File: src/rtl/load_store_unit.sv
// Load/store unit: byte/half/word accesses to a word-wide data memory.
// Optional misaligned-access faults are enabled by defining MISALIGN_TRAP_EN.
module load_store_unit #(
    parameter int MEM_WORDS = 1024
) (
    input  logic        clk,
    input  logic        reset,
    input  logic        req_valid,
    output logic        req_ready,
    input  logic        req_store,
    input  logic [2:0]  req_funct3,
    input  logic [31:0] req_addr,
    input  logic [31:0] req_wdata,
    output logic        resp_valid,
    input  logic        resp_ready,
    output logic [31:0] resp_rdata,
    output logic        resp_fault,
    output logic        MemRead,
    output logic        MemWrite,
    output logic [31:0] mem_address,
    output logic [31:0] mem_write_data,
    input  logic [31:0] mem_read_data
);

    typedef enum logic [2:0] {
        IDLE,
        LOAD,
        RMW_READ,
        WRITE,
        RESP
    } state_t;

    state_t      state_q, state_d;
    logic [2:0]  funct3_q, funct3_d;
    logic [31:0] addr_q, addr_d;
    logic [31:0] word_q, word_d;
    logic [31:0] rdata_q, rdata_d;
    logic        fault_q, fault_d;

    logic        illegal;
    logic        oob;
    logic        misalign;
    logic        req_fault;
    logic [4:0]  b_sh;
    logic [4:0]  h_sh;
    logic [31:0] rd_shift;
    logic [7:0]  lane_b;
    logic [15:0] lane_h;
    logic [31:0] load_val;
    logic [31:0] merged;

    // Classify the incoming request as faulting or not
    always_comb begin
        case (req_funct3)
            3'b000, 3'b001, 3'b010: illegal = 1'b0;
            3'b100, 3'b101:         illegal = req_store;
            default:                illegal = 1'b1;
        endcase
        oob = {2'b00, req_addr[31:2]} >= 32'(MEM_WORDS);
`ifdef MISALIGN_TRAP_EN
        misalign = ((req_funct3[1:0] == 2'b01) && req_addr[0])
                 || ((req_funct3[1:0] == 2'b10) && (req_addr[1:0] != 2'b00));
`else
        misalign = 1'b0;
`endif
        req_fault = illegal | oob | misalign;
    end

    assign b_sh = {addr_q[1:0], 3'b000};
    assign h_sh = {addr_q[1], 4'b0000};

    // Lane selection, extension and store merge for the captured access
    always_comb begin
        rd_shift = mem_read_data >> b_sh;
        lane_b   = rd_shift[7:0];
        lane_h   = addr_q[1] ? mem_read_data[31:16] : mem_read_data[15:0];
        case (funct3_q)
            3'b000:  load_val = {{24{lane_b[7]}}, lane_b};
            3'b001:  load_val = {{16{lane_h[15]}}, lane_h};
            3'b100:  load_val = {24'h0, lane_b};
            3'b101:  load_val = {16'h0, lane_h};
            default: load_val = mem_read_data;
        endcase
        if (funct3_q[0]) begin
            merged = (mem_read_data & ~(32'h0000_FFFF << h_sh))
                   | ({16'h0, word_q[15:0]} << h_sh);
        end else begin
            merged = (mem_read_data & ~(32'h0000_00FF << b_sh))
                   | ({24'h0, word_q[7:0]} << b_sh);
        end
    end

    // State register
    always_ff @(posedge clk) begin
        if (reset) begin
            state_q <= IDLE;
        end else begin
            state_q <= state_d;
        end
    end

    // Next-state selection
    always_comb begin
        state_d = state_q;
        case (state_q)
            IDLE: begin
                if (req_valid) begin
                    if (req_fault) begin
                        state_d = RESP;
                    end else if (!req_store) begin
                        state_d = LOAD;
                    end else if (req_funct3[1:0] == 2'b10) begin
                        state_d = WRITE;
                    end else begin
                        state_d = RMW_READ;
                    end
                end
            end
            LOAD:     state_d = RESP;
            RMW_READ: state_d = WRITE;
            WRITE:    state_d = RESP;
            RESP: begin
                if (resp_ready) begin
                    state_d = IDLE;
                end
            end
            default:  state_d = IDLE;
        endcase
    end

    // Datapath next values: capture on accept, fill on memory reads
    always_comb begin
        funct3_d = funct3_q;
        addr_d   = addr_q;
        word_d   = word_q;
        rdata_d  = rdata_q;
        fault_d  = fault_q;
        case (state_q)
            IDLE: begin
                if (req_valid) begin
                    funct3_d = req_funct3;
                    addr_d   = req_addr;
                    word_d   = req_wdata;
                    rdata_d  = 32'h0;
                    fault_d  = req_fault;
                end
            end
            LOAD:     rdata_d = load_val;
            RMW_READ: word_d  = merged;
            default: ;
        endcase
    end

    // Datapath registers
    always_ff @(posedge clk) begin
        if (reset) begin
            funct3_q <= 3'b000;
            addr_q   <= 32'h0;
            word_q   <= 32'h0;
            rdata_q  <= 32'h0;
            fault_q  <= 1'b0;
        end else begin
            funct3_q <= funct3_d;
            addr_q   <= addr_d;
            word_q   <= word_d;
            rdata_q  <= rdata_d;
            fault_q  <= fault_d;
        end
    end

    // Outputs decoded from state; all forced low while reset is held
    always_comb begin
        req_ready  = !reset && (state_q == IDLE);
        MemRead    = !reset && ((state_q == LOAD) || (state_q == RMW_READ));
        MemWrite   = !reset && (state_q == WRITE);
        resp_valid = !reset && (state_q == RESP);
        mem_address    = (MemRead || MemWrite) ? {2'b00, addr_q[31:2]} : 32'h0;
        mem_write_data = MemWrite ? word_q : 32'h0;
        resp_rdata     = resp_valid ? rdata_q : 32'h0;
        resp_fault     = resp_valid && fault_q;
    end

endmodule

File: config.mk
export PLATFORM = sky130hd
export DESIGN_NAME = load_store_unit
export DESIGN_NICKNAME = d
export VERILOG_FILES = /design/src/rtl/load_store_unit.sv
export SDC_FILE = /design/constraint.sdc
export NUM_CORES = 1
export LEC_CHECK = 0
export BUFFER_PORTS_ARGS = -buffer_cell sky130_fd_sc_hd__buf_2
export CELL_PAD_IN_SITES_DETAIL_PLACEMENT = 1
export CELL_PAD_IN_SITES_GLOBAL_PLACEMENT = 2
export CORE_MARGIN = 2
export CORE_UTILIZATION = 25
export DETAILED_ROUTE_END_ITERATION = 10
export GPL_TIMING_DRIVEN = 0
export PLACE_DENSITY_LB_ADDON = 0.1
export SYNTH_ARGS = -nofsm -noshare
export SYNTH_HDL_FRONTEND = slang
export SYNTH_SLANG_ARGS = --single-unit
File: constraint.sdc
create_clock -name clk -period 1.5 [get_ports clk]
set_input_delay 0.225 -clock clk [delete_from_list [all_inputs] [get_ports clk]]
set_output_delay 0.225 -clock clk [all_outputs]
set_load 0.02 [all_outputs]
==> results by group <==
Clock network
  – Clock Path Buffers: 2
  – Skew-Pair Late Insertion Delay: about 0.36 ns
  – Clk sinks: between 100 and 150
  – CTS H-tree lvls: 3
  – CTS tree: yes
  – Root buffer cell: clkbuf_16
  – TritonCTS buffer count: 9
  – Hold-fix buffers, CTS: 0
  – Clk slew on worst S/H paths: around 0.070 ns

Cells and area
  – Fillers: ~2500
  – P&R area growth vs syn: 67.8%
  – Post-route cell area: 0.00940 mm^2
  – Finished Core Util: 0.429
  – Ant. Diodes: 0
  – Nets@finish: 1055
  – Commonest non-fill, non-tap cell in the layout: buf_2
  – Most frequent cells in the layout: 115 x buf_2, 108 x buf_6, 105 x nand2_1
  – Ratio of cells with drive above 1 in the final layout: 0.520

Timing
  – Slew Limit Fails: 0
  – Relative max-transition margin: 0.574
  – Post-route clock period utilization: 1.35
  – Skew final: 0.0110 ns
  – PnR worst setup slack: -0.532 ns
  – Highest clock rate: 492 MHz
  – Final Hold Fails: 0
  – Final setup fails: ~160
  – Fin crit period: 2.03 ns
  – Worst-margin pin slew: 0.639 ns
  – RSZ-0062 raised after global routing: yes

Flow run
  – MaxCap Viol Count: 0

Hold path
  – Hold worst-path end: addr_q[8]$_SDFFE_PP0P_
  – Hold Path Depth: 3
  – Min-Delay Path Class: in -> reg
  – Hold Startpoint: req_addr[8]

Placed design
  – Pre-CTS setup slack: -0.768 ns
  – HPWL Detailed: 19.1 mm
  – IO buf count: 201
  – Routability Congestion: ~0.87
  – Dpl cell area: 0.00711 mm^2

Worst setup path
  – Critical Path Stages: 6
  – Crit end category: output pin
  – Buffer and inverter count on the worst path: 4
  – Most common cell on crit path: buf_6
  – Worst-path maximum fanout: 5
  – Critical Path Start Type: register
  – Arrival time worst endpoint: ~1.8 ns
  – Max stage delay on crit path: 0.35 ns
  – R2R depth: 7
  – CP Data Required Time: roughly 1.3 ns
  – CP startpoint: state_q[1]$_SDFFE_PP0P_
  – R2r setup slk: -0.28 ns
  – CP Cell Sequence: buf_8 > nor4b_4 > buf_6 > clkbuf_16 > and2_4 > buf_6
  – Worst R2R Start: state_q[1]$_SDFFE_PP0P_
  – Crit Path Class: reg -> out
  – Crit path max-delay cell type: dfxtp_4
  – CP top delay family: buffers and inverters

Logic synthesis
  – Synthesized instance count: 694
  – Ys async rst share: 0
  – Register area share after synthesis: 0.368
  – Cell variety after synth: 49
  – #FFs+latches synth: 103
  – Mapped Avg Cell Area: 8.08 um^2
  – Mapped cell area: 0.00560 mm^2
  – Ys flop type: dfxtp_1
  – Post-synth EDFFs: 0
  – Yosys Warn Count: 0

Power
  – Static Leakage: 4.04 nW
  – Pwr per Cell Area: about 710 mW/mm^2
  – Worst vdd ir: 0.000486 V

Routing
  – Antenna Nets Post-Route: 0
  – Vias per std cell: a little over 5
  – Drc violations: 0
  – Initial DRC count: 252
  – Vias: 6283
  – WL/cell: 21.0 um
  – TritonRoute pass-1 iters: 4
  – WL final: around 26 mm

Global routing
  – Largest net degree at the start of global routing: 17
  – Initial antenna violation count: 0
  – Vias in the first global route: between 6000 and 7000
  – First-pass GRT wire length: between 30 and 40 mm
  – GRT Total Usage: 0.203
  – GRT overflow: 0

Floorplanning
  – Core ar.: 0.0219 mm^2
  – Die area: around 0.024 mm^2
  – Initial Util: 0.256
  – Die height: between 150 and 200 um
  – Chip width: 154 um
  – Rows: 54
  – # IOs: 205

Status
  – Status: finished, violations left
  – Failing checks: setup timing
==> metal layers <==
layer / track usage / routed length (um) / vias to the layer above
met4: 0.0590 / 407 / 0
li1: - / - / 3003
met3: 0.0333 / 1220 / 21
met5: 0 / 0 / -
met2: 0.361 / 13300 / 182
met1: 0.253 / 11100 / 3077
==> stage by stage <==
stage	total power, mW	hold WS, ns	std cells	setup TNS (ns)
floorplan	3.50	0.361	695	-0.764
global placement	3.93	0.433	1176	-69.88
CTS	6.55	0.0925	1208	-59.79
finish	6.64	0.105	1235	-50.54
detailed placement	3.96	0.436	1176	-75.62
global route	6.92	0.111	1235	-62.39
==> synth_stat cells, types with 8 or more instances <==
library cell  instances  area (um^2)
clkbuf_1             37          139
nand2b_1             11         68.8
nand3_1              10         50.1
a22o_1               16          140
o21ai_0              18         90.1
nor3_1               15         75.1
a21o_1               16          120
a21oi_1              68          340
dfxtp_1             103         2060
mux2_2                9          101
buf_2                18         90.1
o22ai_1              16          100
a2bb2oi_1             8         70.1
nand2_1             109          409
a211oi_1             17          128
a22oi_1               8         60.1
nor2_1                9         33.8
and3_1               16          100
and2_1               97          607
nor2b_1              12         75.1
a311oi_1             16          140
a221o_1              16          160
==> report_power, final <==
group	internal [mW]	switching (mW)	total [mW]
clock network	1.34	1.14	2.48
logic	0.512	0.704	1.22
registers	2.84	0.102	2.95
==> worst reg2reg max path, stage by stage, from the launching register on <==
cell and delay [ns]:
dfxtp_4 0.35, buf_4 0.14, or3b_1 0.37, buf_6 0.16, buf_4 0.14, a21oi_4 0.24
a22o_1 0.19, a22o_1 0.14
==> how the worst max path moves through the flow <==
stage                                         end  slack [ns]
after global placement             resp_rdata[19]       -0.75
after detailed placement           resp_rdata[21]       -0.77
final                              resp_rdata[28]       -0.53
after floorplan           word_q[24]$_SDFFE_PP0P_       -0.06
after CTS                           resp_rdata[0]       -0.53
after global routing               resp_rdata[22]       -0.57
==> layout make-up <==
cell class | count | area, um^2 | area share
Inverter | 4 | 16.3 | 0.00173
Timing Repair Buffer | 246 | 2090 | 0.222
Clock buffer | 11 | 243 | 0.0258
Sequential cell | 103 | 2080 | 0.221
Clock inverter | 4 | 55.1 | 0.00586
Tap cell | 280 | 350 | 0.0373
Multi-Input combinational cell | 523 | 3970 | 0.422
Buffer | 64 | 604 | 0.0643
==> what timing repair did <==
action,in CTS,in global routing
endpoints found under the setup margin,201,201
gates resized for setup,158,321
pin swaps,26,35
cloned,4,9
endpoints found under the hold margin,0,0
setup buffers,15,20
==> logic make-up (layout without fill, tap and decap cells) <==
| group | after synthesis | count (layout) | share of synthesized area |
|---|---|---|---|
| AO/OA/AOI/OAI | 215 | 215 | 0.267 |
| XOR/XNOR | 1 | 1 | 0.00156 |
| buffers and inverters | 70 | 329 | 0.0612 |
| flip-flops | 103 | 103 | 0.368 |
| multiplexers | 10 | 10 | 0.0221 |
| other | 1 | 2 | 0.000669 |
| AND/OR/NAND/NOR | 294 | 295 | 0.279 |
Power figures use the tool's default switching activity.
